`config.mk`:
```
export PLATFORM = sky130hd
export DESIGN_NAME = serial_word_tx
export DESIGN_NICKNAME = d
export VERILOG_FILES = /design/src/rtl/serial_word_tx.sv
export SDC_FILE = /design/constraint.sdc
export NUM_CORES = 1
export LEC_CHECK = 0
export CAP_MARGIN = 20
export CELL_PAD_IN_SITES_DETAIL_PLACEMENT = 1
export CELL_PAD_IN_SITES_GLOBAL_PLACEMENT = 1
export CORE_AREA = 5 5 44 46
export DETAILED_ROUTE_END_ITERATION = 12
export DIE_AREA = 0 0 49 51
export GPL_ROUTABILITY_DRIVEN = 0
export PLACE_DENSITY = 0.73
export SYNTH_ARGS = -nofsm -noshare
export SYNTH_HDL_FRONTEND = slang
export SYNTH_SLANG_ARGS = --single-unit
export TNS_END_PERCENT = 20
```
`constraint.sdc`:
```
create_clock -name Clk -period 1.17 [get_ports Clk]
set_input_delay 0.234 -clock Clk [delete_from_list [all_inputs] [get_ports Clk]]
set_output_delay 0.234 -clock Clk [all_outputs]
set_load 0.05 [all_outputs]
```
`src/rtl/serial_word_tx.sv`:
```
// ---------------------------------------------------------------------------
// serial_word_tx
//
// Parallel-to-serial transmitter. A WIDTH-bit word is accepted on a
// valid/ready handshake and shifted out MSB-first, one bit per cycle in
// which the downstream side is not holding. ShiftOut/ShiftEn are meant to
// drive a downstream shift register's serial input and shift enable
// directly. After WIDTH enabled shifts, a register that shifts left with
// serial input at its LSB holds the original word.
//
// Parameters
//   WIDTH  word length in bits (>= 2)
//   GAP    idle cycles inserted after each frame before LoadReady returns
//
// Ports
//   Clk         in   1       single clock, rising edge
//   Reset       in   1       asynchronous active-high reset
//   ParallelIn  in   WIDTH   word to transmit, sampled on the accept edge
//   LoadValid   in   1       ParallelIn is valid
//   LoadReady   out  1       block can accept a word (idle)
//   Hold        in   1       downstream stall, freezes the current bit
//   ShiftOut    out  1       serial data, MSB first, 0 when not shifting
//   ShiftEn     out  1       ShiftOut is valid and consumed this cycle
//   FrameDone   out  1       pulse coincident with the last bit's ShiftEn
//   BitCount    out  clog2(WIDTH+1)  bits remaining in the current frame
// ---------------------------------------------------------------------------
module serial_word_tx #(
  parameter int unsigned WIDTH = 4,
  parameter int unsigned GAP   = 0
) (
  input  logic                         Clk,
  input  logic                         Reset,
  input  logic [WIDTH-1:0]             ParallelIn,
  input  logic                         LoadValid,
  output logic                         LoadReady,
  input  logic                         Hold,
  output logic                         ShiftOut,
  output logic                         ShiftEn,
  output logic                         FrameDone,
  output logic [$clog2(WIDTH+1)-1:0]   BitCount
);

  localparam int CW = $clog2(WIDTH + 1);
  // GAP may be 0, which would otherwise give a zero-width counter.
  localparam int GW = (GAP > 0) ? $clog2(GAP + 1) : 1;

  typedef enum logic [1:0] {
    ST_IDLE  = 2'd0,
    ST_SHIFT = 2'd1,
    ST_GAP   = 2'd2
  } state_t;

  state_t           state;
  state_t           state_next;
  logic [WIDTH-1:0] sreg;
  logic [WIDTH-1:0] sreg_next;
  logic [CW-1:0]    count;
  logic [CW-1:0]    count_next;
  logic [GW-1:0]    gap_cnt;
  logic [GW-1:0]    gap_next;

  logic             accept;
  logic             last_bit;

  // Output decodes are purely combinational so that an asynchronous reset
  // or a Hold takes effect in the same cycle it is applied.
  always_comb begin
    LoadReady = (state == ST_IDLE);
    ShiftEn   = (state == ST_SHIFT) & ~Hold;
    ShiftOut  = (state == ST_SHIFT) & sreg[WIDTH-1];
    last_bit  = (count == CW'(1));
    FrameDone = ShiftEn & last_bit;
    BitCount  = count;
    accept    = LoadReady & LoadValid;
  end

  // State register and datapath registers. Reset aborts any frame in
  // flight; nothing of a partial frame survives.
  always_ff @(posedge Clk or posedge Reset) begin
    if (Reset) begin
      state   <= ST_IDLE;
      sreg    <= '0;
      count   <= '0;
      gap_cnt <= '0;
    end else begin
      state   <= state_next;
      sreg    <= sreg_next;
      count   <= count_next;
      gap_cnt <= gap_next;
    end
  end

  // Next-state logic. Everything holds by default, so a Hold in SHIFT and
  // LoadValid outside IDLE both fall through to "no change". The last
  // shift leaves sreg all-zero and count at 0, which keeps BitCount at 0
  // in IDLE and GAP without extra clearing.
  always_comb begin
    state_next = state;
    sreg_next  = sreg;
    count_next = count;
    gap_next   = gap_cnt;

    unique case (state)
      ST_IDLE: begin
        if (accept) begin
          sreg_next  = ParallelIn;
          count_next = CW'(WIDTH);
          state_next = ST_SHIFT;
        end
      end

      ST_SHIFT: begin
        if (ShiftEn) begin
          sreg_next  = {sreg[WIDTH-2:0], 1'b0};
          count_next = count - CW'(1);
          if (last_bit) begin
            if (GAP > 0) begin
              gap_next   = GW'(GAP);
              state_next = ST_GAP;
            end else begin
              state_next = ST_IDLE;
            end
          end
        end
      end

      ST_GAP: begin
        // Hold is deliberately ignored here; the gap always runs at
        // full speed.
        if (gap_cnt <= GW'(1)) begin
          gap_next   = '0;
          state_next = ST_IDLE;
        end else begin
          gap_next = gap_cnt - GW'(1);
        end
      end

      default: begin
        state_next = ST_IDLE;
        sreg_next  = '0;
        count_next = '0;
        gap_next   = '0;
      end
    endcase
  end

endmodule

```
==> results of run 1 <==
power groups by stage:
stage / Sequential [W] / Combinational, W / Clock, W
finish: 0.000489 / 0.00154 / 0.000236
CTS: 0.000490 / 0.00148 / 0.000245
global placement: 0.000469 / 0.00130 / 0
floorplan: 0.000638 / 0.000483 / 0
global route: 0.000508 / 0.00161 / 0.000274
detailed placement: 0.000479 / 0.00136 / 0
layout make-up:
class / instances / area, um2
Clock buffer: 4 / 26.28
Multi-Input combinational cell: 25 / 227.7
Tap cell: 16 / 20.02
Inverter: 7 / 28.78
Sequential cell: 8 / 202.7
Fill cell: 162 / 610.6
Timing Repair Buffer: 31 / 355.3
state kept, by name, indices dropped and copies added (netlist names):
signal	flops
BitCount	3
sreg	4
state	1
metrics by stage:
stage,area [um2],std cells
6_report,860.8,91
5_1_grt,860.8,91
4_1_cts,834.6,88
3_5_place_dp,748.2,82
3_3_place_gp,748.2,82
2_1_floorplan,439.2,41
critical path, stage by stage (launching register included):
cell     delay, ps
dfrtp_2        410
inv_2           80
ha_4           120
nor3b_4        230
buf_12         170
per-layer routing:
layer / share of wire [%] / global-route usage (%) / up-vias
met3: 6.6 / 6.395 / 7
met2: 56 / 24.13 / 17
met1: 35 / 11.23 / 222
met5: 0 / 0 / -
met4: 2.9 / 4.036 / 0
li1: - / - / 208
what timing repair did:
item / 4_1_cts / 5_1_grt
endpoints found under the setup margin: 9 / 13
pin swaps: 1 / 0
setup buffers: 2 / 3
endpoints found under the hold margin: 0 / 0
resized for setup: 13 / 1
cells by family (layout without fill, tap and decap cells):
group | Yosys count | count (layout) | synth area share, %
flops | 8 | 8 | 46.51
simple gates | 9 | 9 | 14.54
mux | 3 | 3 | 7.267
compound gates | 11 | 11 | 17.15
fa+ha+maj | 2 | 2 | 5.813
buf+inv | 8 | 42 | 8.720
cell usage after synthesis:
master    number  area (um2)
o22ai_1        2       12.51
buf_6          1       11.26
a32o_1         1       10.01
a21o_1         1       7.510
a21oi_1        4       20.02
nand2b_1       3       18.77
a22o_1         1       8.760
ha_1           2       25.02
and2_1         1       6.260
nor3b_2        1       12.51
dfrtp_1        8       200.2
nor2_2         1       6.260
nor2_1         1       3.750
inv_2          1       3.750
mux2_2         1       11.26
a211oi_1       1       7.510
nor2b_1        1       6.260
o21a_1         1       7.510
mux2i_1        2       20.02
nand4b_1       1       8.760
inv_1          6       22.52
worst paths after layout:
path | end | slack (ps) | cells past startpoint
min in group Clk | sreg[0]$_DFFE_PP0P_ | 500 | 1
max | FrameDone | -350 | 4
max reg2reg | BitCount[1]$_DFFE_PP0P_ | -180 | 6
max in group asynchronous | BitCount[1]$_DFFE_PP0P_ | 680 | 2
min reg2reg | sreg[0]$_DFFE_PP0P_ | 500 | 1
min | sreg[0]$_DFFE_PP0P_ | 220 | 2
==> impl_metrics.json, run 1 <==
{
  "power_switching_w": 0.0009300,
  "via_count": 454,
  "violations": "setup timing",
  "critPathArrivalTime_ps": 1280,
  "synth_fp_nets": 51,
  "ys_ff_latch": 8,
  "fin_setup_tns_ps": -1623,
  "syn_to_final_growth_pct": 100.0,
  "ys_types": 21,
  "dieArea_um2": 2499,
  "synthCells": 41,
  "power_frac_clock_pct": 10.4,
  "syn_area_per_cell_um2": 10.50,
  "die_h_um": 51,
  "criticalPathCategory": "flip-flop to primary output",
  "dr.pass1.iters": 2,
  "critPathLaunch": "BitCount[1]$_DFFE_PP0P_",
  "hold_viol": 0,
  "grt_pass1_wl_um": 2339,
  "min_period_ps": 1515,
  "power.leakage_nw": 0.4120,
  "grt_use_total_pct": 12.53,
  "die_w_um": 49,
  "fin_nets": 86,
  "root_buffer": "clkbuf_4",
  "clock_path_buffers": 2,
  "grt_max_degree": 9,
  "clock_latency_ps": 260,
  "cellPowerDensity_nw_per_um2": 2627,
  "clk_pin_slew_ps": 60,
  "intPower_w": 0.001331,
  "cts_tree": "done",
  "drc_errors": 0,
  "wire_per_inst_um": 15.98,
  "gr-total-overflow": 0,
  "min_period_over_period_pct": 129.5,
  "crit_fanout": 2,
  "fin_total_pwr_w": 0.002261,
  "tightestPinTransition_ps": 335.1,
  "required_ps": 940,
  "finalClockSkew_ps": 3.968,
  "max_freq_mhz": 660.0,
  "cts-hold-fix-buffers": 0,
  "vias_per_cell": 4.989,
  "portBuffers": 14,
  "drv_cap": 0,
  "rsz0062_at_grt": "yes",
  "slew_violations": 0,
  "grt_pass1_vias": 515,
  "core_area_um2": 1471,
  "post-dp-hpwl_um": 1101,
  "io_pins": 15,
  "mostFrequentLayoutCell": "buf_4",
  "synth_area_um2": 430.4,
  "drive_gt1_share_pct": 53.33,
  "min_path_type": "input pin to asynchronous set/reset pin",
  "r2r-start": "BitCount[1]$_DFFE_PP0P_",
  "dpl_worst_slack_ps": -361.3,
  "initial_core_util_pct": 29.25,
  "setup_slack_ps": -345.2,
  "h-tree-depth": 1,
  "swShare_pct": 41.13,
  "cts_made_buffers": 3,
  "placementRows": 14,
  "wirelength_um": 1454,
  "yosysSeqAreaShare_pct": 46.51,
  "ys_warn_count": 0,
  "maxSlewHeadroom_pct": 77.63,
  "hold_ws_ps": 224.6,
  "pwr-share-seq_pct": 21.6,
  "mostFrequentLayoutCells": "buf_4 (12), buf_12 (7), dfrtp_1 (6), clkdlybuf4s50_1 (6), buf_6 (5)",
  "endpoint_kind": "primary output",
  "fin_util_pct": 58.50,
  "combPwrFrac_pct": 67.9,
  "ant_nets": 0,
  "antenna_found_initial": 0,
  "ir_worst_vdd_v": 0.001652,
  "finalSetupViolCount": 14,
  "start_kind": "flip-flop",
  "cts.sinks": 8,
  "diodes": 0,
  "status": "complete, but fails checks",
  "drt-initial-drc-count": 3
}
(Power assumes the default switching activity.)
==> run 2, diff against run 1 <==
--- a/config.mk
+++ b/config.mk
@@ -12,6 +12,7 @@
 export DETAILED_ROUTE_END_ITERATION = 12
 export DIE_AREA = 0 0 49 51
 export GPL_ROUTABILITY_DRIVEN = 0
+export GPL_TIMING_DRIVEN = 0
 export PLACE_DENSITY = 0.73
 export SYNTH_ARGS = -nofsm -noshare
 export SYNTH_HDL_FRONTEND = slang
==> run 2 against run 1 <==
  * The flow still finishes with violations (setup timing)
  * Critical path depth unchanged
  * Die area unchanged
  * Clock skew increased by 2.2 ps
  * Clock power decreased by 4%
  * Worst hold slack got worse by 4.3 ps
  * Fmax increased by 2.9%
  * Sequential share of layout area increased by 6.0 points
  * Critical path type unchanged
  * Critical endpoint unchanged
==> impl_metrics.json, run 2 (synthesis results as in run 1) <==
{
  "die_h_um": 51,
  "cts_tree": "done",
  "wirelength_um": 1048,
  "cellPowerDensity_nw_per_um2": 2524,
  "clock_path_buffers": 2,
  "critPathArrivalTime_ps": 1240,
  "initial_core_util_pct": 29.25,
  "critPathLaunch": "BitCount[1]$_DFFE_PP0P_",
  "finalClockSkew_ps": 6.212,
  "cts.sinks": 8,
  "portBuffers": 14,
  "grt_use_total_pct": 9.052,
  "vias_per_cell": 4.846,
  "maxSlewHeadroom_pct": 66.88,
  "criticalPathCategory": "flip-flop to primary output",
  "ir_worst_vdd_v": 0.001157,
  "top_register": "sreg",
  "wire_per_inst_um": 13.44,
  "finalSetupViolCount": 9,
  "syn_to_final_growth_pct": 60.17,
  "cts_made_buffers": 3,
  "gr-total-overflow": 0,
  "worstReg2RegEnd": "BitCount[0]$_DFFE_PP0P_",
  "antenna_found_initial": 0,
  "placed_cells": 71,
  "largest_register_ff_count": 4,
  "tightestPinTransition_ps": 498.8,
  "mostFrequentLayoutCells": "clkdlybuf4s50_1 (5), dfrtp_1 (5), buf_6 (4), a21oi_1 (4), inv_1 (4)",
  "grt_pass1_vias": 381,
  "placementRows": 14,
  "r2r-start": "state[0]$_DFFE_PP0P_",
  "required_ps": 940,
  "diodes": 0,
  "grt_pass1_wl_um": 1697,
  "via_count": 378,
  "power_frac_clock_pct": 13.0,
  "post-dp-hpwl_um": 772.7,
  "h-tree-depth": 1,
  "placedInstanceArea_um2": 599.3,
  "drc_errors": 0,
  "drive_gt1_share_pct": 38.71,
  "min_period_over_period_pct": 125.9,
  "ff2ff_setup_slack_ps": -50,
  "dieArea_um2": 2499,
  "io_pins": 15,
  "hold_ws_ps": 220.3,
  "power_switching_w": 0.0007827,
  "cts-hold-fix-buffers": 0,
  "violations": "setup timing",
  "min_period_ps": 1473,
  "slew_violations": 0,
  "status": "complete, but fails checks",
  "start_kind": "flip-flop",
  "clock_latency_ps": 260,
  "rsz0062_at_grt": "yes",
  "root_buffer": "clkbuf_4",
  "intPower_w": 0.0009577,
  "ant_nets": 0,
  "core_area_um2": 1471,
  "drt-initial-drc-count": 0,
  "grt_max_degree": 11,
  "fin_cells": 78,
  "power.leakage_nw": 0.3248,
  "drv_cap": 0,
  "worstSetupEndpoint": "FrameDone",
  "fin_nets": 73,
  "die_w_um": 49,
  "endpoint_kind": "primary output",
  "clk_pin_slew_ps": 60,
  "fin_setup_tns_ps": -1174,
  "max_freq_mhz": 679.1,
  "pwr-share-seq_pct": 28.4,
  "hold_viol": 0,
  "swShare_pct": 44.97,
  "dr.pass1.iters": 1,
  "final_cell_area_um2": 689.4,
  "r2r_cells": 4,
  "setup_slack_ps": -302.5,
  "crit_fanout": 3,
  "fin_total_pwr_w": 0.001740,
  "combPwrFrac_pct": 58.6,
  "min_path_type": "input pin to asynchronous set/reset pin"
}
run 2: cell count changes in the layout (fill, tap and decap cells not counted), sizes merged:
cell	change
clkdlybuf4s50	-1
clkdlybuf4s15	+1
dlygate4sd2	+2
buf	-15
run 2: worst min path at each step:
| stage | end | depth (start not counted) | startpoint | slack [ps] |
|---|---|---|---|---|
| after floorplan | BitCount[2]$_DFFE_PP0P_ | 1 | Reset | 50 |
| after global routing | BitCount[1]$_DFFE_PP0P_ | 2 | Reset | 240 |
| after CTS | sreg[1]$_DFFE_PP0P_ | 2 | Reset | 230 |
| after detailed placement | sreg[0]$_DFFE_PP0P_ | 1 | sreg[0]$_DFFE_PP0P_ | 490 |
| final | BitCount[1]$_DFFE_PP0P_ | 2 | Reset | 220 |
| after global placement | sreg[0]$_DFFE_PP0P_ | 1 | sreg[0]$_DFFE_PP0P_ | 490 |
run 2: cell type report:
class	count	area (um2)
tap	16	20.02
buffer	1	11.26
clock buffer	4	26.28
inverter	7	28.78
fill	178	782.0
multi-input combinational	25	226.5
sequential	8	203.9
timing repair buffer	17	172.7
run 2: per-stage QoR:
step	utilization, %	setup WS (ps)
floorplan	-	-303.8
global placement	40.73	-1222
detailed placement	40.73	-1224
CTS	45.83	-311.5
global route	46.85	-368.2
finish	46.85	-302.5
run 2: what timing repair did:
item,in CTS,in global routing
setup endpoints to repair,12,13
resized for setup,44,7
setup buffers,2,1
pin swaps,0,1
run 2: power by group through the flow:
stage,logic [W],clock network [W],registers (W)
3_3_place_gp,0.000907,0,0.000480
6_report,0.00102,0.000226,0.000495
5_1_grt,0.00109,0.000259,0.000513
3_5_place_dp,0.000921,0,0.000486
2_1_floorplan,0.000483,0,0.000638
4_1_cts,0.00101,0.000236,0.000494
run 2: worst max-delay path: stages (launching register included):
cell and delay (ps):
dfrtp_2 410, inv_2 80, ha_4 110, nor3b_4 190, buf_6 180
run 2: per-layer routing:
layer  GRT usage, %  vias up  share of wire [%]
met1          8.929      178                 38
met5              0        -                  0
met4          1.345        0               0.95
met2          16.74       13                 52
met3          5.233        3                9.2
li1               -      184                  -
